[src/rtl/mag_cal_if.sv]
// Magnetometer sample/offset/calibration-status bundle between sensor wrapper, calibrator and heading logic.
// master drives commands and raw samples; slave (the calibrator) drives corrected samples and status.
interface mag_cal_if;
  logic               cal_start;
  logic               cal_abort;
  logic               sample_valid;
  logic signed [15:0] mag_x_in;
  logic signed [15:0] mag_y_in;
  logic signed [15:0] mag_x_out;
  logic signed [15:0] mag_y_out;
  logic               out_valid;
  logic signed [15:0] offset_x;
  logic signed [15:0] offset_y;
  logic               cal_busy;
  logic               cal_done;
  logic               cal_fail;
  logic               cal_ok;

  modport master (
    output cal_start, cal_abort, sample_valid, mag_x_in, mag_y_in,
    input  mag_x_out, mag_y_out, out_valid, offset_x, offset_y,
    input  cal_busy, cal_done, cal_fail, cal_ok
  );

  modport slave (
    input  cal_start, cal_abort, sample_valid, mag_x_in, mag_y_in,
    output mag_x_out, mag_y_out, out_valid, offset_x, offset_y,
    output cal_busy, cal_done, cal_fail, cal_ok
  );
endinterface

[src/rtl/mag_cal_controller.sv]
// Hard-iron calibration: min/max sweep -> centre offsets, subtracted (saturating) from every sample.
// Correction latency 1 cycle; no backpressure, every sample_valid strobe produces one out_valid strobe.
module mag_cal_controller #(
  parameter int SAMPLE_COUNT = 1024,
  parameter int MIN_SPAN     = 64
) (
  input logic      clk,
  input logic      reset_n,
  mag_cal_if.slave bus
);
  localparam int                 CW         = $clog2(SAMPLE_COUNT + 1);
  localparam logic [CW-1:0]      LAST_IDX   = CW'(SAMPLE_COUNT - 1);
  localparam logic signed [16:0] MIN_SPAN_S = 17'(MIN_SPAN);

  typedef enum logic [1:0] {IDLE, SWEEP, COMPUTE} state_t;

  typedef struct packed {
    logic signed [15:0] x;
    logic signed [15:0] y;
  } xy_t;

  state_t        state_q, state_d;
  logic [CW-1:0] cnt_q, cnt_d;
  logic          first_q, first_d;
  xy_t           min_q, min_d;
  xy_t           max_q, max_d;
  xy_t           off_q, off_d;
  xy_t           out_q, out_d;
  logic          out_vld_q, out_vld_d;
  logic          ok_q, ok_d;
  logic          done_q, done_d;
  logic          fail_q, fail_d;
  logic          busy_q, busy_d;

  xy_t                smp;
  logic signed [16:0] span_x, span_y;
  logic signed [16:0] sum_x, sum_y;
  logic               span_ok;

  function automatic logic signed [15:0] correct(input logic signed [15:0] v,
                                                 input logic signed [15:0] o);
    logic signed [16:0] d;
    d = {v[15], v} - {o[15], o};
    if (d[16] != d[15]) begin
      correct = d[16] ? 16'sh8000 : 16'sh7fff;
    end else begin
      correct = d[15:0];
    end
  endfunction

  assign smp = {bus.mag_x_in, bus.mag_y_in};

  // Spans are never negative once the first sample has seeded min and max.
  assign span_x  = {max_q.x[15], max_q.x} - {min_q.x[15], min_q.x};
  assign span_y  = {max_q.y[15], max_q.y} - {min_q.y[15], min_q.y};
  assign sum_x   = {max_q.x[15], max_q.x} + {min_q.x[15], min_q.x};
  assign sum_y   = {max_q.y[15], max_q.y} + {min_q.y[15], min_q.y};
  assign span_ok = (span_x >= MIN_SPAN_S) && (span_y >= MIN_SPAN_S);

  always_comb begin
    state_d   = state_q;
    cnt_d     = cnt_q;
    first_d   = first_q;
    min_d     = min_q;
    max_d     = max_q;
    off_d     = off_q;
    ok_d      = ok_q;
    done_d    = 1'b0;
    fail_d    = 1'b0;
    out_d     = out_q;
    out_vld_d = bus.sample_valid;

    // Correction always uses the offsets currently held, whatever the FSM state.
    if (bus.sample_valid) begin
      out_d.x = correct(smp.x, off_q.x);
      out_d.y = correct(smp.y, off_q.y);
    end

    case (state_q)
      IDLE: begin
        if (bus.cal_start && !bus.cal_abort) begin
          state_d = SWEEP;
          cnt_d   = '0;
          first_d = 1'b1;
        end
      end
      SWEEP: begin
        if (bus.cal_abort) begin
          state_d = IDLE;
        end else if (bus.sample_valid) begin
          first_d = 1'b0;
          cnt_d   = cnt_q + CW'(1);
          if (first_q) begin
            min_d = smp;
            max_d = smp;
          end else begin
            if (smp.x < min_q.x) min_d.x = smp.x;
            if (smp.x > max_q.x) max_d.x = smp.x;
            if (smp.y < min_q.y) min_d.y = smp.y;
            if (smp.y > max_q.y) max_d.y = smp.y;
          end
          if (cnt_q == LAST_IDX) state_d = COMPUTE;
        end
      end
      COMPUTE: begin
        state_d = IDLE;
        // Bits [16:1] of the 17-bit sum are the floored arithmetic half.
        if (span_ok) begin
          off_d.x = sum_x[16:1];
          off_d.y = sum_y[16:1];
          ok_d    = 1'b1;
          done_d  = 1'b1;
        end else begin
          fail_d  = 1'b1;
        end
      end
      default: state_d = IDLE;
    endcase

    busy_d = (state_d != IDLE);
  end

  always_ff @(posedge clk) begin
    if (!reset_n) begin
      state_q   <= IDLE;
      cnt_q     <= '0;
      first_q   <= 1'b0;
      min_q     <= '0;
      max_q     <= '0;
      off_q     <= '0;
      out_q     <= '0;
      out_vld_q <= 1'b0;
      ok_q      <= 1'b0;
      done_q    <= 1'b0;
      fail_q    <= 1'b0;
      busy_q    <= 1'b0;
    end else begin
      state_q   <= state_d;
      cnt_q     <= cnt_d;
      first_q   <= first_d;
      min_q     <= min_d;
      max_q     <= max_d;
      off_q     <= off_d;
      out_q     <= out_d;
      out_vld_q <= out_vld_d;
      ok_q      <= ok_d;
      done_q    <= done_d;
      fail_q    <= fail_d;
      busy_q    <= busy_d;
    end
  end

  assign bus.mag_x_out = out_q.x;
  assign bus.mag_y_out = out_q.y;
  assign bus.out_valid = out_vld_q;
  assign bus.offset_x  = off_q.x;
  assign bus.offset_y  = off_q.y;
  assign bus.cal_busy  = busy_q;
  assign bus.cal_done  = done_q;
  assign bus.cal_fail  = fail_q;
  assign bus.cal_ok    = ok_q;
endmodule

[src/flat_wrapper.sv]
// flat-port wrapper written by rule: the top's interface ports become plain ports
module mag_cal_controller_flat 
#(
  parameter int SAMPLE_COUNT = 1024,
  parameter int MIN_SPAN     = 64
)
  (clk, reset_n, bus_cal_start, bus_cal_abort, bus_sample_valid, bus_mag_x_in, bus_mag_y_in, bus_mag_x_out, bus_mag_y_out, bus_out_valid, bus_offset_x, bus_offset_y, bus_cal_busy, bus_cal_done, bus_cal_fail, bus_cal_ok);
  mag_cal_if bus_i ();
  input logic clk;
  input logic reset_n;
  input wire logic [$bits(bus_i.cal_start)-1:0] bus_cal_start;
  input wire logic [$bits(bus_i.cal_abort)-1:0] bus_cal_abort;
  input wire logic [$bits(bus_i.sample_valid)-1:0] bus_sample_valid;
  input wire logic [$bits(bus_i.mag_x_in)-1:0] bus_mag_x_in;
  input wire logic [$bits(bus_i.mag_y_in)-1:0] bus_mag_y_in;
  output wire logic [$bits(bus_i.mag_x_out)-1:0] bus_mag_x_out;
  output wire logic [$bits(bus_i.mag_y_out)-1:0] bus_mag_y_out;
  output wire logic [$bits(bus_i.out_valid)-1:0] bus_out_valid;
  output wire logic [$bits(bus_i.offset_x)-1:0] bus_offset_x;
  output wire logic [$bits(bus_i.offset_y)-1:0] bus_offset_y;
  output wire logic [$bits(bus_i.cal_busy)-1:0] bus_cal_busy;
  output wire logic [$bits(bus_i.cal_done)-1:0] bus_cal_done;
  output wire logic [$bits(bus_i.cal_fail)-1:0] bus_cal_fail;
  output wire logic [$bits(bus_i.cal_ok)-1:0] bus_cal_ok;
  assign bus_i.cal_start = bus_cal_start;
  assign bus_i.cal_abort = bus_cal_abort;
  assign bus_i.sample_valid = bus_sample_valid;
  assign bus_i.mag_x_in = bus_mag_x_in;
  assign bus_i.mag_y_in = bus_mag_y_in;
  assign bus_mag_x_out = bus_i.mag_x_out;
  assign bus_mag_y_out = bus_i.mag_y_out;
  assign bus_out_valid = bus_i.out_valid;
  assign bus_offset_x = bus_i.offset_x;
  assign bus_offset_y = bus_i.offset_y;
  assign bus_cal_busy = bus_i.cal_busy;
  assign bus_cal_done = bus_i.cal_done;
  assign bus_cal_fail = bus_i.cal_fail;
  assign bus_cal_ok = bus_i.cal_ok;
  mag_cal_controller #(.SAMPLE_COUNT(SAMPLE_COUNT), .MIN_SPAN(MIN_SPAN)) u_core (.clk(clk), .reset_n(reset_n), .bus(bus_i));
endmodule
[config.mk]
export PLATFORM = sky130hd
export DESIGN_NAME = mag_cal_controller_flat
export DESIGN_NICKNAME = d
export VERILOG_FILES = /design/src/rtl/mag_cal_if.sv /design/src/rtl/mag_cal_controller.sv /design/src/flat_wrapper.sv
export SDC_FILE = /design/constraint.sdc
export NUM_CORES = 1
export LEC_CHECK = 0
export BUFFER_PORTS_ARGS = -buffer_cell sky130_fd_sc_hd__buf_2
export CELL_PAD_IN_SITES_DETAIL_PLACEMENT = 2
export CELL_PAD_IN_SITES_GLOBAL_PLACEMENT = 2
export CORE_ASPECT_RATIO = 0.5
export CORE_MARGIN = 3
export CORE_UTILIZATION = 40
export CTS_CLUSTER_DIAMETER = 50
export DETAILED_ROUTE_END_ITERATION = 7
export GPL_TIMING_DRIVEN = 1
export PLACE_DENSITY = 0.95
export SYNTH_ARGS = -nofsm -noshare
export SYNTH_HDL_FRONTEND = slang
export SYNTH_SLANG_ARGS = --single-unit
[constraint.sdc]
create_clock -name clk -period 7.45 [get_ports clk]
set_clock_uncertainty 0.2 [all_clocks]
set_input_delay 0.3725 -clock clk [delete_from_list [all_inputs] [get_ports clk]]
set_output_delay 0.3725 -clock clk [all_outputs]
set_load 0.005 [all_outputs]
==> results_dict.tcl, run 1 <==
set metrics [dict create \
    cts-root-buf "clkbuf_16" \
    cp_slowest_stage_delay_ns 0.96 \
    cts.clk_slew.worst_paths_ns 0.07 \
    drt-pass1-iter-count 5 \
    tns_ns 0 \
    seq_area_frac_synth_pct 24.8 \
    powerDensity_nw_per_um2 175 \
    grt_overflow 0 \
    place_area_um2 12600 \
    cp_common_cell "a21oi_1" \
    ys_top_cells_by_area "dfxtp_1, ha_1, mux2i_1, inv_1, a21oi_1" \
    fmax_ghz 0.215 \
    finalSetupViolCount 0 \
    dp_slack_ns 3.06 \
    wl_per_cell_um 30.5 \
    synth-edff-count 0 \
    fin_crit_ns 4.64 \
    fin_nets 1726 \
    htreeDepth 4 \
    netlist_instances 1459 \
    die_w_um 249 \
    slew_violations 0 \
    path_cells "inv_1, ha_1, fa_1, nor2b_1, o211ai_1, a21oi_1, o311a_1, o221ai_1, a21oi_1, o211a_1, a31oi_1, a311oi_1" \
    cp.required_ns 7.59 \
    layout_setup_ws_ns 2.81 \
    vias 12600 \
    core.rowCount 43 \
    drt_iter0_drc 1118 \
    hold_ws_ns 0.0125 \
    power.leakage_nw 5.66 \
    critPathCaptureType "register" \
    crit_path_max_fanout 27 \
    hold_class "input pin to register" \
    tightest_slew_ns 1.36 \
    post_cts_buffers 0 \
    maxCapViolations 0 \
    cts_buffers 17 \
    syn_area_um2 11900 \
    synth_commonest_cells "ha_1, dfxtp_1, inv_1, nand2_1, nor2_1" \
    p_seq_share_pct 35.7 \
    cts_tree "done" \
    cts_buffer_depth 2 \
    hpwl_mm 37.6 \
    yosys.area.top_type "dfxtp_1" \
    routabilityCongestion 0.897 \
    yosys_warnings 0 \
    start_util_pct 41.7 \
    status "completed" \
    die_h_um 128 \
    die_area_um2 31900 \
    cts.sinks 147 \
    grt_first_pass_wirelength_mm 90.0 \
    synth_most_common_cell "ha_1" \
    final_design_area_no_fill_um2 13300 \
    grt_max_degree 68 \
    synth_flop_cell "dfxtp_1" \
    port_buffers 105 \
    coreArea_um2 28400 \
    crit_path_top_delay_cell "o211a_1" \
    p_int_mw 1.55 \
    pwr-share-comb_pct 21.7 \
    hold_viol 0 \
    syn-num-nets 1661 \
    grt_pass1_vias 14300 \
    synthArstFlopShare_pct 0 \
    drive_gt1_share_pct 10.7 \
    antenna_found_initial 1 \
    cp-start-kind "register" \
    vias_per_cell 6.59 \
    synth_cell_types 79 \
    period_share_pct 62.3 \
    switching_power_mw 0.768 \
    io_pins 106 \
    wirelength_mm 58.6 \
    rsz0062_at_grt "no" \
    clock_power_share_pct 42.5 \
    sw_frac_of_total_pct 33.1 \
    cts_resized 0 \
    final_antenna_net_count 0 \
    cp.arrival_ns 4.78 \
    avgSynthCellArea_um2 8.12 \
    irDropWorstVdd_uv 193 \
    clock_latency_ns 0.48 \
    path_class "register to register" \
    ys_seq_elements 147 \
    relSlewSlack_pct 8.79 \
    area_growth_pct 12.1 \
    drc 0 \
    synth_top_area_share_pct 24.8 \
    grt_usage_pct 36.6 \
    cts_hold_buf 1 \
]
-- worst paths after layout --
kind	from	slack, ns	depth (start not counted)	to
setup reg to reg	u_core.max_q[16]$_SDFFE_PN0P_	2.81	12	u_core.bus.offset_x[14]$_SDFFE_PN0P_
hold reg to reg	u_core.min_q[18]$_SDFFE_PN0P_	0.29	2	u_core.min_q[18]$_SDFFE_PN0P_
hold / removal	bus_mag_x_in[2]	0.01	3	u_core.min_q[18]$_SDFFE_PN0P_
setup / recovery	u_core.max_q[16]$_SDFFE_PN0P_	2.81	12	u_core.bus.offset_x[14]$_SDFFE_PN0P_
-- metrics by stage --
stage | power [mW] | cells | utilization [%]
6_report | 2.32 | 1919 | 46.7
3_5_place_dp | 1.29 | 1886 | 44.5
5_1_grt | 2.38 | 1919 | 46.7
4_1_cts | 2.29 | 1918 | 46.7
2_1_floorplan | 1.13 | 1459 | -
3_3_place_gp | 1.25 | 1886 | 44.5
-- cells by family (layout without fill, tap and decap cells) --
logic type               after synthesis  in the layout  synth area share [%]
XOR/XNOR                              53             53                  3.92
AND/OR/NAND/NOR                      395            395                  15.7
flip-flops                           147            147                  24.8
multiplexers                          76             76                  6.44
buffers and inverters                209            286                  6.95
adder cells (fa/ha/maj)              194            194                  20.3
other                                  0              1                     0
AO/OA/AOI/OAI                        385            385                  21.9
-- routing by layer --
metal / wire (um) / vias to the layer above / track usage (%) / share of wire (%)
met5: 0 / - / 0 / 0
met4: 4120 / 0 / 24.9 / 7.0
met3: 3070 / 286 / 7.76 / 5.2
met2: 28700 / 608 / 64.7 / 49
met1: 22700 / 6441 / 40.2 / 39
li1: - / 5307 / - / -
-- flip-flops by register name (all words and copies together), names as in the netlist, 2 cells and up --
| register | count |
|---|---|
| u_core.bus.mag_x_out | 16 |
| u_core.bus.mag_y_out | 16 |
| u_core.bus.offset_x | 16 |
| u_core.bus.offset_y | 16 |
| u_core.cnt_q | 11 |
| u_core.max_q | 32 |
| u_core.min_q | 32 |
| u_core.state_q | 2 |
-- power groups by stage --
stage / sequential (mW) / clock [mW] / combinational (mW)
after floorplan: 0.839 / 0 / 0.294
after global placement: 0.840 / 0 / 0.407
after detailed placement: 0.843 / 0 / 0.451
after CTS: 0.827 / 0.982 / 0.485
after global routing: 0.830 / 1.02 / 0.532
final: 0.829 / 0.986 / 0.504
-- cell usage in the layout (no fill, tap or decap), types with 9 or more instances in the layout --
master / count
ha_1: 159
dfxtp_1: 147
inv_1: 141
nand2_1: 116
nor2_1: 115
buf_2: 104
a21oi_1: 90
mux2i_1: 74
o21ai_0: 61
a211oi_1: 38
a21o_1: 37
a31oi_1: 34
xnor2_1: 33
nor3_1: 32
maj3_1: 28
nor2b_1: 26
o21a_1: 25
nand3_1: 19
nand2b_1: 18
nand4_1: 18
xor2_1: 18
clkbuf_16: 17
o211ai_1: 13
or3_1: 12
o22ai_1: 9
nor4_1: 9
-- final cells by class --
class | count | area [um2]
Fill cell | 3136 | 15100
Multi-Input combinational cell | 1103 | 8120
Sequential cell | 147 | 2940
Timing Repair Buffer | 113 | 591
Inverter | 142 | 533
Tap cell | 382 | 478
Clock buffer | 22 | 464
Clock inverter | 9 | 154
Antenna cell | 1 | 2.50
-- critical path: cells and delay by family, from the launching register on --
family / cells / cell delay (ns)
AO/OA/AOI/OAI: 8 / 3.09
adder cells (fa/ha/maj): 2 / 0.59
buffers and inverters: 1 / 0.07
flip-flops: 1 / 0.40
AND/OR/NAND/NOR: 1 / 0.17
No activity file was read; power rests on OpenSTA's default activity.
==> inputs of run 2 (changes only) <==
Settings changed: ABC_AREA set to 1, CORE_UTILIZATION 40 to 34, PLACE_DENSITY 0.95 to 0.92.
Clock period 7.45 ns to 4.6 ns, I/O delays scaled along.
==> results_dict.tcl, run 2 <==
set metrics [dict create \
    die_area_um2 41100 \
    ys_top_cells_by_area "dfxtp_1, ha_1, nand2_1, inv_1, a21oi_1" \
    relSlewSlack_pct 32.0 \
    top_regs "u_core.max_q (32), u_core.min_q (32)" \
    p_seq_share_pct 33.1 \
    total_power_mw 4.06 \
    slew_violations 0 \
    yosys_warnings 0 \
    grt_overflow 0 \
    hold_class "input pin to register" \
    grt_pass1_vias 17100 \
    cp-start-kind "register" \
    hpwl_mm 44.6 \
    tightest_slew_ns 1.02 \
    cp_top_family "simple AND/OR/NAND/NOR gates" \
    irDropWorstVdd_uv 244 \
    core.rowCount 50 \
    cts_buffers 17 \
    post_cts_buffers 0 \
    synth-edff-count 0 \
    synth_most_common_cell "nand2_1" \
    r2r-end "u_core.bus.offset_y[15]$_SDFFE_PN0P_" \
    crit_path_max_fanout 33 \
    rrSetupSlack_ns 0.52 \
    drt-pass1-iter-count 5 \
    hold_viol 0 \
    grt_max_degree 133 \
    vias 15000 \
    syn-num-nets 2233 \
    clock_latency_ns 0.47 \
    path_depth 16 \
    cts.clk_slew.worst_paths_ns 0.08 \
    start_util_pct 34.7 \
    synth_cell_types 48 \
    power.leakage_nw 7.14 \
    drc 0 \
    clock_power_share_pct 38.0 \
    die_w_um 284 \
    worstRegToRegCells 16 \
    grt_first_pass_wirelength_mm 102 \
    place_area_um2 13900 \
    cts.sinks 147 \
    cts_buffer_depth 2 \
    cts-root-buf "clkbuf_16" \
    antenna_found_initial 0 \
    cp.required_ns 4.80 \
    crit_path_top_delay_cell "nor2_8" \
    finalSetupViolCount 0 \
    powerDensity_nw_per_um2 279 \
    netlist_instances 2031 \
    syn_area_um2 13100 \
    synthArstFlopShare_pct 0 \
    p_int_mw 2.47 \
    grt_usage_pct 31.7 \
    avgSynthCellArea_um2 6.45 \
    switching_power_mw 1.59 \
    routabilityCongestion 0.882 \
    drive_gt1_share_pct 10.4 \
    synth_top_area_share_pct 22.5 \
    area_growth_pct 11.0 \
    r2r_start "u_core.min_q[25]$_SDFFE_PN0P_" \
    port_buffers 105 \
    seq_area_frac_synth_pct 22.5 \
    final_cell_mix "nand2_1, inv_1, a21oi_1, nor2_1, ha_1" \
    fin_crit_ns 4.08 \
    critPathCaptureType "register" \
    ys_seq_elements 147 \
    status "completed" \
    fin_nets 2288 \
    die_h_um 145 \
    synth_commonest_cells "nand2_1, inv_1, a21oi_1, nor2_1, ha_1" \
    vias_per_cell 5.71 \
    cp.arrival_ns 4.29 \
    pwr-share-comb_pct 28.9 \
    fmax_ghz 0.245 \
    htreeDepth 4 \
    path_cells "inv_1, ha_1, nand2_2, inv_1, nand2_1, nor3_1, o21ai_1, nand3_1, nand2_1, nand2_1, nor2_1, nand2_4, nand3_4, nor2_8, nor2_1, nor2_1" \
    mostFrequentLayoutCell "nand2_1" \
    synth_flop_cell "dfxtp_1" \
    cp_slowest_stage_delay_ns 0.63 \
    final_antenna_net_count 0 \
    rsz0062_at_grt "no" \
    setup.worst_path.start "u_core.min_q[25]$_SDFFE_PN0P_" \
    wl_per_cell_um 24.9 \
    path_class "register to register" \
    sw_frac_of_total_pct 39.1 \
    cts_tree "done" \
    path_buf_inv 2 \
    yosys.area.top_type "dfxtp_1" \
    tns_ns 0 \
    io_pins 106 \
    crit_end "u_core.bus.offset_y[15]$_SDFFE_PN0P_" \
    period_share_pct 88.8 \
    wirelength_mm 65.3 \
    coreArea_um2 37700 \
    drt_iter0_drc 991 \
    maxCapViolations 0 \
    final_design_area_no_fill_um2 14500 \
]
run 2: cell count changes after synthesis, sizes merged, moves of 26 or more:
cell	previous run	this run
a21oi	91	198
a31oi	34	3
buf	18	46
mux2i	74	0
inv	142	314
nor2	115	232
nand3	19	147
nand4	18	61
nor2b	26	0
a211oi	40	3
maj3	29	0
nand2	116	481
run 2: layer usage:
metal | global-route usage (%) | part of all wire [%] | up-vias
li1 | - | - | 6628
met1 | 34.0 | 39 | 7530
met3 | 4.27 | 3.5 | 286
met5 | 0 | 0 | -
met2 | 59.0 | 50 | 516
met4 | 22.4 | 6.9 | 0
run 2: cell type report:
cell class,instances,area [um2]
inverter,315,1180
timing repair buffer,121,681
tap,520,651
fill,4552,23200
clock inverter,13,151
antenna,1,2.50
clock buffer,19,443
multi-input combinational,1484,8490
sequential,147,2940
run 2: power by group through the flow:
stage	logic (mW)	registers [mW]	clock network, mW
after floorplan	0.722	1.36	0
after global placement	0.977	1.36	0
after detailed placement	1.07	1.37	0
after CTS	1.14	1.34	1.54
after global routing	1.27	1.35	1.60
final	1.17	1.34	1.54
run 2: through the flow:
| step | util (%) | cells | hold slack (ns) | setup WS (ns) |
|---|---|---|---|---|
| detailed placement | 36.7 | 2579 | 0.258 | 0.908 |
| global route | 38.5 | 2619 | 0.0332 | 0.486 |
| finish | 38.5 | 2620 | 0.0114 | 0.516 |
| CTS | 38.5 | 2619 | 0.000363 | 0.693 |
| floorplan | - | 2031 | 0.203 | 2.03 |
| global placement | 36.7 | 2579 | 0.216 | 1.25 |
run 2: cells by family after synthesis:
logic type	after synthesis	synth area share, %
and+or+nand+nor	955	32.0
buffers and inverters	400	12.8
AOI/OAI and AO/OA	316	13.3
adders and majority gates	165	16.1
DFF	147	22.5
xor gates and xnor gates	48	3.21
run 2: worst register-to-register path: stages, from the launching register on:
cell     delay (ns)
dfxtp_1        0.45
inv_1          0.12
ha_1           0.55
nand2_2        0.13
inv_1          0.11
nand2_1        0.12
nor3_1         0.21
o21ai_1        0.19
nand3_1        0.14
nand2_1        0.09
nand2_1        0.09
nor2_1         0.07
nand2_4        0.36
nand3_4        0.22
nor2_8         0.63
nor2_1         0.20
nor2_1         0.15
run 2: how the worst min path moves through the flow:
stage                     slack, ns                          from  cells after the start                       endpoint
after floorplan                0.20  u_core.cnt_q[8]$_SDFFE_PN0P_                      1   u_core.cnt_q[8]$_SDFFE_PN0P_
after global placement         0.22  u_core.cnt_q[8]$_SDFFE_PN0P_                      1   u_core.cnt_q[8]$_SDFFE_PN0P_
after detailed placement       0.26  u_core.cnt_q[8]$_SDFFE_PN0P_                      1   u_core.cnt_q[8]$_SDFFE_PN0P_
after CTS                    0.0004               bus_mag_x_in[5]                      5  u_core.min_q[21]$_SDFFE_PN0P_
after global routing           0.03               bus_mag_x_in[6]                      5  u_core.min_q[22]$_SDFFE_PN0P_
final                          0.01               bus_mag_x_in[5]                      5  u_core.min_q[21]$_SDFFE_PN0P_
run 2: timing repair:
item / 4_1_cts / 5_1_grt
endpoints found under the hold margin: 10 / 0
hold buffers: 8 / 0
resized for setup: 0 / 0
